File: src/rtl/ga_pkg.sv
// ---------------------------------------------------------------------------
// ga_pkg
// Shared types and constants for the GA evaluation slice: scheduler state
// encoding, fitness width and the "worst possible fitness" sentinel used to
// seed best-individual tracking at the start of every generation.
// ---------------------------------------------------------------------------
package ga_pkg;

    localparam int NUM_OUT_BITS = 8;
    localparam int ERR_SUM_W    = 32;
    localparam int FITNESS_W    = 35;

    typedef logic [FITNESS_W-1:0] fitness_t;

    localparam fitness_t FITNESS_WORST = '1;

    typedef enum logic [2:0] {
        IDLE,
        LOAD,
        WAIT_READY,
        START,
        WAIT_DONE,
        ACK,
        REPORT,
        FINISH
    } schedState_t;

endpackage

File: src/rtl/fitness_reducer.sv
// ---------------------------------------------------------------------------
// fitness_reducer
// Combinational adder tree collapsing the eight per-output-bit error sums of
// one chromosome into a single scalar fitness. Each tree level widens by one
// bit, so the 35-bit result can never overflow (8 x 32-bit operands).
//
// Ports:
//   iErrorSums  in   8 x 32  per-output-bit error counts from the evaluator
//   oFitness    out  35      sum of all eight error counts
// ---------------------------------------------------------------------------
module fitness_reducer
    import ga_pkg::*;
(
    input  logic [NUM_OUT_BITS-1:0][ERR_SUM_W-1:0] iErrorSums,
    output fitness_t                               oFitness
);

    logic [ERR_SUM_W:0]   level1 [4];
    logic [ERR_SUM_W+1:0] level2 [2];

    // Three-level pairwise tree sized for exactly eight operands.
    always_comb begin
        for (int i = 0; i < 4; i++) begin
            level1[i] = {1'b0, iErrorSums[2*i]} + {1'b0, iErrorSums[2*i+1]};
        end
        for (int i = 0; i < 2; i++) begin
            level2[i] = {1'b0, level1[2*i]} + {1'b0, level1[2*i+1]};
        end
        oFitness = {1'b0, level2[0]} + {1'b0, level2[1]};
    end

endmodule

File: src/rtl/population_eval_scheduler.sv
// ---------------------------------------------------------------------------
// population_eval_scheduler
// Walks a single chromosome evaluator across individuals 0..Neff-1 of the
// stored population. For each individual it selects the description, lets
// the description memory settle for LOAD_LATENCY cycles, runs one
// start/done/feedback handshake with the evaluator, reduces the error sums
// to a fitness, reports it, and tracks the lowest-fitness individual.
//
// Optional feature macro: POP_EVAL_EARLY_STOP_EN
//   defined   - a reported fitness of 0 ends the generation immediately
//   undefined - every one of the Neff individuals is evaluated
//
// Ports:
//   iClock, iReset_n     clock, asynchronous active-low reset
//   iStartGeneration     one-cycle start request (ignored unless idle)
//   iPopulationSize      requested N, clamped to POP_SIZE
//   oBusy                generation in progress
//   oGenerationDone      one-cycle end-of-generation pulse
//   oChromIndex          description select for the evaluator
//   oEvalStart           evaluator start request
//   iEvalReady           evaluator idle
//   iEvalDone            evaluator finished
//   oEvalDoneFeedback    acknowledge of iEvalDone
//   iErrorSums           8 x 32-bit per-output-bit error counts
//   oFitnessValid        one-cycle pulse per evaluated individual
//   oFitness             fitness of individual oFitnessIndex
//   oFitnessIndex        index of the reported individual
//   oBestIndex           lowest-fitness individual so far
//   oBestFitness         fitness of oBestIndex
// ---------------------------------------------------------------------------
module population_eval_scheduler
    import ga_pkg::*;
#(
    parameter int POP_SIZE     = 16,
    parameter int IDX_W        = 8,
    parameter int LOAD_LATENCY = 2
) (
    input  logic                                   iClock,
    input  logic                                   iReset_n,
    input  logic                                   iStartGeneration,
    input  logic [IDX_W-1:0]                       iPopulationSize,
    output logic                                   oBusy,
    output logic                                   oGenerationDone,
    output logic [IDX_W-1:0]                       oChromIndex,
    output logic                                   oEvalStart,
    input  logic                                   iEvalReady,
    input  logic                                   iEvalDone,
    output logic                                   oEvalDoneFeedback,
    input  logic [NUM_OUT_BITS-1:0][ERR_SUM_W-1:0] iErrorSums,
    output logic                                   oFitnessValid,
    output fitness_t                               oFitness,
    output logic [IDX_W-1:0]                       oFitnessIndex,
    output logic [IDX_W-1:0]                       oBestIndex,
    output fitness_t                               oBestFitness
);

    localparam int               CNT_W     = 4;
    localparam logic [CNT_W-1:0] LOAD_LAST = CNT_W'(LOAD_LATENCY - 1);
    localparam logic [IDX_W:0]   POP_LIMIT = (IDX_W + 1)'(POP_SIZE);
    localparam logic [IDX_W-1:0] POP_LAST  = IDX_W'(POP_SIZE - 1);

    schedState_t      stateQ,    stateD;
    logic [IDX_W-1:0] idxQ,      idxD;
    logic [IDX_W-1:0] lastIdxQ,  lastIdxD;
    logic [CNT_W-1:0] loadCntQ,  loadCntD;
    fitness_t         fitnessQ,  fitnessD;
    logic [IDX_W-1:0] bestIdxQ,  bestIdxD;
    fitness_t         bestFitQ,  bestFitD;
    logic             busyQ,     busyD;
    logic             genDoneQ,  genDoneD;

    fitness_t         reducedFitness;
    logic             earlyStop;
    logic             sizeClamped;

    fitness_reducer uReducer (
        .iErrorSums (iErrorSums),
        .oFitness   (reducedFitness)
    );

`ifdef POP_EVAL_EARLY_STOP_EN
    assign earlyStop = (fitnessQ == '0);
`else
    assign earlyStop = 1'b0;
`endif

    // Neff = min(N, POP_SIZE); only Neff-1 is kept since it is what REPORT compares.
    assign sizeClamped = ({1'b0, iPopulationSize} > POP_LIMIT);

    always_ff @(posedge iClock or negedge iReset_n) begin
        if (!iReset_n) begin
            stateQ   <= IDLE;
            idxQ     <= '0;
            lastIdxQ <= '0;
            loadCntQ <= '0;
            fitnessQ <= '0;
            bestIdxQ <= '0;
            bestFitQ <= FITNESS_WORST;
            busyQ    <= 1'b0;
            genDoneQ <= 1'b0;
        end else begin
            stateQ   <= stateD;
            idxQ     <= idxD;
            lastIdxQ <= lastIdxD;
            loadCntQ <= loadCntD;
            fitnessQ <= fitnessD;
            bestIdxQ <= bestIdxD;
            bestFitQ <= bestFitD;
            busyQ    <= busyD;
            genDoneQ <= genDoneD;
        end
    end

    // Busy and generation-done are registered, so both settle one cycle after
    // the state that decides them; handshake strobes are decoded from state.
    always_comb begin
        stateD            = stateQ;
        idxD              = idxQ;
        lastIdxD          = lastIdxQ;
        loadCntD          = loadCntQ;
        fitnessD          = fitnessQ;
        bestIdxD          = bestIdxQ;
        bestFitD          = bestFitQ;
        busyD             = busyQ;
        genDoneD          = 1'b0;
        oEvalStart        = 1'b0;
        oEvalDoneFeedback = 1'b0;
        oFitnessValid     = 1'b0;

        case (stateQ)
            IDLE: begin
                if (iStartGeneration) begin
                    busyD = 1'b1;
                    if (iPopulationSize == '0) begin
                        stateD = FINISH;
                    end else begin
                        idxD     = '0;
                        lastIdxD = sizeClamped ? POP_LAST : (iPopulationSize - IDX_W'(1));
                        bestIdxD = '0;
                        bestFitD = FITNESS_WORST;
                        loadCntD = '0;
                        stateD   = LOAD;
                    end
                end
            end

            LOAD: begin
                if (loadCntQ == LOAD_LAST) begin
                    loadCntD = '0;
                    stateD   = WAIT_READY;
                end else begin
                    loadCntD = loadCntQ + CNT_W'(1);
                end
            end

            WAIT_READY: begin
                if (iEvalReady) begin
                    stateD = START;
                end
            end

            START: begin
                oEvalStart = 1'b1;
                stateD     = WAIT_DONE;
            end

            WAIT_DONE: begin
                if (iEvalDone) begin
                    fitnessD = reducedFitness;
                    stateD   = ACK;
                end
            end

            ACK: begin
                oEvalDoneFeedback = 1'b1;
                if (!iEvalDone) begin
                    stateD = REPORT;
                end
            end

            REPORT: begin
                oFitnessValid = 1'b1;
                // Strict compare: on a tie the earlier (lower) index stays best.
                if (fitnessQ < bestFitQ) begin
                    bestFitD = fitnessQ;
                    bestIdxD = idxQ;
                end
                if ((idxQ == lastIdxQ) || earlyStop) begin
                    stateD = FINISH;
                end else begin
                    idxD     = idxQ + IDX_W'(1);
                    loadCntD = '0;
                    stateD   = LOAD;
                end
            end

            FINISH: begin
                genDoneD = 1'b1;
                busyD    = 1'b0;
                stateD   = IDLE;
            end

            default: begin
                stateD = IDLE;
            end
        endcase
    end

    assign oBusy           = busyQ;
    assign oGenerationDone = genDoneQ;
    assign oChromIndex     = idxQ;
    assign oFitness        = fitnessQ;
    assign oFitnessIndex   = idxQ;
    assign oBestIndex      = bestIdxQ;
    assign oBestFitness    = bestFitQ;

endmodule

File: config.mk
export PLATFORM = sky130hd
export DESIGN_NAME = population_eval_scheduler
export DESIGN_NICKNAME = d
export VERILOG_FILES = /design/src/rtl/ga_pkg.sv /design/src/rtl/fitness_reducer.sv /design/src/rtl/population_eval_scheduler.sv
export SDC_FILE = /design/constraint.sdc
export NUM_CORES = 1
export LEC_CHECK = 0
export CAP_MARGIN = 20
export CORE_MARGIN = 4
export CORE_UTILIZATION = 53
export DETAILED_ROUTE_END_ITERATION = 16
export GPL_TIMING_DRIVEN = 0
export PLACE_DENSITY = 0.87
export SLEW_MARGIN = 30
export SYNTH_ARGS = -nofsm -noshare
export SYNTH_HDL_FRONTEND = slang
export SYNTH_SLANG_ARGS = --single-unit
File: constraint.sdc
create_clock -name iClock -period 7.06 [get_ports iClock]
set_input_delay 2.118 -clock iClock [delete_from_list [all_inputs] [get_ports iClock]]
set_output_delay 2.118 -clock iClock [all_outputs]
set_load 0.005 [all_outputs]
==> impl_metrics.ini, run 1 <==
[clock_tree]
cts_num_sinks = 103
cts_buffers = 9
htree_levels = 3
cts_tree = yes
path_clk_slew_ns = 0.08
clk_latency_ns = 0.35
postCtsHoldBufs = 0
root_buffer = clkbuf_16
clk_path_buf_depth = 2

[routing]
postRouteAntennaNets = 0
wire_per_inst_um = 16.46
firstDrtPassIters = 5
vias = 10850
wirelength_mm = 34.78
drt_iter0_markers = 564
drc_errors = 0
avgViaCountPerCell = 5.135

[timing]
hold_viol_final = 0
fin_skew_ns = 0.01130
rsz0062_at_grt = true
min_period_over_period = 0.9930
min_period_ns = 7.010
max_freq_mhz = 142.6
slew_headroom = 0.4482
setup_viol = 0
worst_pin_slew_ns = 0.8278
setup-tns-final_ns = 0
drv_slew = 0

[finish]
syn_to_final_growth_pct = 36.14
drive_above_1_share = 0.04833
nets = 2329
antenna_cells = 0
mostFrequentLayoutCells = inv_1, clkdlybuf4s50_1, fa_1, o21ai_0, nand2_1
nFillCells = 1695
final_common_cell = inv_1

[global_route]
grt-ovfl-total = 0
grt_pass1_vias = 11540
antenna_found_initial = 0
grt_max_degree = 53
grt_pass1_wl_mm = 56.59
track_usage = 0.2684

[synth]
ys_warn_count = 0
syn_area_per_cell_um2 = 8.824
netlist_area_um2 = 12440
synth_ff_type = dfrtp_1
postSynthCellCount = 1410
syn-num-nets = 1944
async_reset_ff_frac = 1.000
ys_seq_area_frac = 0.2107
synth_edf_count = 0
synth-seq-cells = 103
ys_types = 63

[die]
die-area_um2 = 25990
fp.dieW_um = 161.2
io_pins = 368
rows = 55
coreArea_um2 = 22850
die_h_um = 161.2
initial_utilization = 0.5446

[worst_hold_path]
hp-class = register to register

[setup_path]
worstSetupEndpointType = register
crit_arrival_ns = 7.24
cp_max_fo = 5
critPathKind = input pin to register
cpMaxStageDelayCell = fa_1
cp-start-kind = input pin
cp_cell_sequence = clkdlybuf4s50_1, inv_1, fa_1, inv_1, fa_1, fa_1, inv_1, fa_1, inv_1, ha_2, fa_2, a21o_1, a31o_4, a221oi_4, o21bai_2, a31o_4, nor4b_1, or3_1
worst_ep_required_time_ns = 7.29
crit_path_max_incr_delay_ns = 0.55

[power_and_ir_drop]
total_power_w = 0.006919
ir_drop_uv = 261.1
leakagePower_nw = 8.680
power_density_nw_per_um2 = 408.5

[place]
dp_hpwl_mm = 30.11
portBuffers = 367
place.gp.congestion = 0.8868

[job]
max_cap_viol_count = 0

[outcome]
status = finished clean
[worst max-delay path, delay by kind of cell]
kind / cells / cell delay, ns
adders and majority gates: 6 / 2.62
AOI/OAI and AO/OA: 5 / 1.29
buffers and inverters: 5 / 0.70
and+or+nand+nor: 2 / 0.50
[stage by stage]
step                      area (µm²)  utilization  setup WS [ns]  hold slack [ns]  std cells
after detailed placement       16560       0.7249        -0.8893           0.4800       2092
after global placement         16510       0.7225        -0.7155           0.4672       2090
final                          16940       0.7414        0.04973           0.4904       2113
after floorplan                12440            -         0.2335           0.4462       1410
after global routing           16940       0.7414       -0.05079           0.5161       2113
after CTS                      16910       0.7401        0.01502           0.4928       2110
[path summary, 6_finish.rpt]
check	start	to	slack [ns]	depth (start not counted)
max in group asynchronous	iReset_n	oBestFitness[24]$_DFFE_PN1P_	4.67	2
min in group asynchronous	iReset_n	oChromIndex[7]$_DFFE_PN0P_	1.71	1
setup reg to reg	oBestFitness[26]$_DFFE_PN1P_	oBestIndex[0]$_DFFE_PN0P_	3.67	9
hold / removal	loadCntQ[3]$_DFFE_PN0P_	loadCntQ[3]$_DFFE_PN0P_	0.49	1
setup / recovery	iErrorSums[2]	oFitness[28]$_DFFE_PN0P_	0.05	18
hold reg to reg	loadCntQ[3]$_DFFE_PN0P_	loadCntQ[3]$_DFFE_PN0P_	0.49	1
[what timing repair did]
action | 4_1_cts | 5_1_grt
endpoints found under the setup margin | 8 | 8
pin swaps | 5 | 7
setup buffers | 2 | 3
resized for setup | 7 | 2
[layer usage]
metal | part of all wire | global-route usage | vias up
li1 | - | - | 5098
met1 | 0.36 | 0.2981 | 5233
met2 | 0.53 | 0.5102 | 441
met3 | 0.079 | 0.05920 | 79
met4 | 0.031 | 0.08453 | 0
met5 | 0 | 0 | -
[cell families (layout without fill, tap and decap cells)]
group	after synthesis	count (layout)	share of synthesized area
AOI/OAI and AO/OA	239	239	0.1254
muxes	3	3	0.002615
and+or+nand+nor	275	275	0.1020
xor gates and xnor gates	38	38	0.02675
adders and majority gates	265	265	0.3817
buffers and inverters	487	877	0.1508
DFF	103	103	0.2107
[flip-flops by register name, summed over array words and instances (netlist names)]
signal           flops
oBestIndex           8
stateQ               3
loadCntQ             4
oGenerationDone      1
lastIdxQ             8
oChromIndex          8
oFitness            35
oBusy                1
oBestFitness        35
[synthesized netlist by cell type (all sizes together), types with 8 or more instances]
library cell / number / area, µm²
dfstp: 35 / 919.6
o21ai: 81 / 405.4
nor3: 12 / 60.06
inv: 443 / 1663
dfrtp: 68 / 1702
ha: 74 / 925.9
xnor2: 10 / 87.58
a21oi: 51 / 255.2
a21o: 35 / 262.8
fa: 191 / 3824
nand3: 57 / 285.3
buf: 15 / 105.1
a31oi: 8 / 50.05
xor2: 28 / 245.2
nand4: 15 / 93.84
o31ai: 8 / 60.06
a22o: 8 / 70.07
nand2: 78 / 292.8
clkbuf: 29 / 108.9
nor2: 76 / 285.3
[where the power goes]
| group | internal (W) | switching, W |
|---|---|---|
| registers | 0.000871 | 0.000244 |
| clock network | 0.000248 | 0.000240 |
| logic | 0.00234 | 0.00298 |
| total | 0.00346 | 0.00346 |
[area by class of cell]
| type | count | area, µm² | area share |
|---|---|---|---|
| Multi-Input combinational cell | 820 | 8010 | 0.4729 |
| Timing Repair Buffer | 374 | 3751 | 0.2215 |
| Sequential cell | 103 | 2621 | 0.1547 |
| Inverter | 443 | 1663 | 0.09817 |
| Tap cell | 313 | 391.6 | 0.02312 |
| Clock buffer | 9 | 225.2 | 0.01330 |
| Buffer | 44 | 214.0 | 0.01263 |
| Clock inverter | 7 | 62.56 | 0.003693 |
Power figures use the tool's default switching activity.
==> inputs of run 2 (changes only) <==
Settings changed: PLACE_DENSITY 0.87 to 0.86.
==> impl_metrics.ini, run 2 (synthesis results as in run 1) <==
[routing]
avgViaCountPerCell = 5.154
vias = 10890
wl_met3_mm = 2.766
firstDrtPassIters = 7
drt_iter0_markers = 477
wire_per_inst_um = 16.11
met1_length_mm = 12.27
wirelength_mm = 34.04
wl_met2_mm = 17.85
routed.top_layer = met4
postRouteAntennaNets = 0
drc_errors = 0

[finish]
final_area_um2 = 16950
mostFrequentLayoutCells = inv_1, clkdlybuf4s50_1, fa_1, o21ai_0, nand2_1
seq_area_um2 = 2621
final_common_cell = inv_1
final_core_util = 0.7417
syn_to_final_growth_pct = 36.20
nFillCells = 1644
nets = 2329
drive_above_1_share = 0.04833
multi_input_area_um2 = 8010
antenna_cells = 0

[die]
rows = 55
io_pins = 368
die_h_um = 161.2
fp.dieW_um = 161.2
coreArea_um2 = 22850
die-area_um2 = 25990
initial_utilization = 0.5446

[clock_tree]
root_buffer = clkbuf_16
clk_latency_ns = 0.35
cts_num_sinks = 103
htree_levels = 3
cts_buffers = 9
path_clk_slew_ns = 0.07
postCtsHoldBufs = 0
clk_path_buf_depth = 2
cts_tree = yes

[power_and_ir_drop]
pwr-share-seq = 0.161
total_power_w = 0.006903
ir_drop_uv = 239.7
power_density_nw_per_um2 = 407.3
combPwrFrac = 0.768
p_sw_frac = 0.5003
switchingPower_w = 0.003453
clock_power_share = 0.071
leakagePower_nw = 8.681
intPower_w = 0.003450

[timing]
hold_viol_final = 0
max_freq_mhz = 143.2
min_period_ns = 6.983
setup_viol = 0
drv_slew = 0
whs_ns = 0.5030
worst_pin_slew_ns = 0.7862
min_period_over_period = 0.9890
setup-tns-final_ns = 0
fin_skew_ns = 0.006401
slew_headroom = 0.4759
rsz0062_at_grt = true

[setup_path]
critPathKind = input pin to register
crit_path_max_incr_delay_ns = 0.53
r2r_start = oBestFitness[25]$_DFFE_PN1P_
cp-start-kind = input pin
cp_max_fo = 5
worstSetupEndpointType = register
cp_cell_sequence = clkdlybuf4s50_1, inv_1, fa_1, inv_1, fa_1, fa_1, inv_1, fa_1, inv_1, ha_2, fa_2, a21o_1, a31o_4, a221oi_4, o21bai_2, a31o_4, nor4b_1, or3_1
cp-startpoint = iErrorSums[2]
worst_ep_required_time_ns = 7.28
cpMaxStageDelayCell = fa_1
crit_arrival_ns = 7.21

[global_route]
grt_max_degree = 71
grt_pass1_vias = 11700
grt-ovfl-total = 0
grt_pass1_wl_mm = 55.45
track_usage = 0.2620
antenna_found_initial = 0

[worst_hold_path]
min_from = oBestIndex[6]$_DFFE_PN0P_
hp-class = register to register

[job]
max_cap_viol_count = 0

[place]
dp_hpwl_mm = 29.19
place.gp.congestion = 0.8950
post_dp_cell_area_um2 = 16560
portBuffers = 367

[outcome]
status = finished clean
run 2: final timing paths:
| check | end | slack (ns) | depth (start not counted) |
|---|---|---|---|
| worst min register to register | oBestIndex[6]$_DFFE_PN0P_ | 0.50 | 1 |
| worst max register to register | oBestIndex[2]$_DFFE_PN0P_ | 3.62 | 9 |
| max in group asynchronous | oBestFitness[24]$_DFFE_PN1P_ | 4.71 | 2 |
| worst min-delay path | oBestIndex[6]$_DFFE_PN0P_ | 0.50 | 1 |
| min in group asynchronous | oBestIndex[6]$_DFFE_PN0P_ | 1.65 | 1 |
| worst max-delay path | oFitness[28]$_DFFE_PN0P_ | 0.08 | 18 |
run 2: per-layer routing:
| layer | GRT usage | vias to the layer above |
|---|---|---|
| li1 | - | 5116 |
| met1 | 0.2900 | 5288 |
| met2 | 0.4887 | 417 |
| met3 | 0.06762 | 70 |
| met4 | 0.08841 | 0 |
| met5 | 0 | - |
run 2: critical path: cells and delay by family:
kind	cells	cell delay (ns)
buffers and inverters	5	0.67
AND/OR/NAND/NOR	2	0.49
AO/OA/AOI/OAI	5	1.27
adder cells (fa/ha/maj)	6	2.65
run 2: final cells by class:
| class | instances | area share |
|---|---|---|
| Multi-Input combinational cell | 820 | 0.4727 |
| Timing Repair Buffer | 374 | 0.2214 |
| Sequential cell | 103 | 0.1547 |
| Inverter | 443 | 0.09812 |
| Tap cell | 313 | 0.02311 |
| Clock buffer | 9 | 0.01329 |
| Buffer | 44 | 0.01263 |
| Clock inverter | 7 | 0.004135 |
run 2: repair_timing:
item | CTS | global route
setup buffers | 2 | 3
pin swaps | 3 | 8
endpoints found under the setup margin | 5 | 9
resized for setup | 7 | 2
run 2: stage by stage:
step                std cells  setup slack, ns
finish                   2113          0.07735
global route             2113         -0.04942
CTS                      2110          0.01593
detailed placement       2092          -0.7869
global placement         2090          -0.7278
floorplan                1410           0.2335
run 2: power by group through the flow:
stage / combinational, W / sequential (W) / clock [W]
global placement: 0.00486 / 0.00111 / 0
global route: 0.00594 / 0.00114 / 0.000526
floorplan: 0.00342 / 0.00107 / 0
CTS: 0.00521 / 0.00111 / 0.000496
finish: 0.00530 / 0.00111 / 0.000491
detailed placement: 0.00502 / 0.00112 / 0
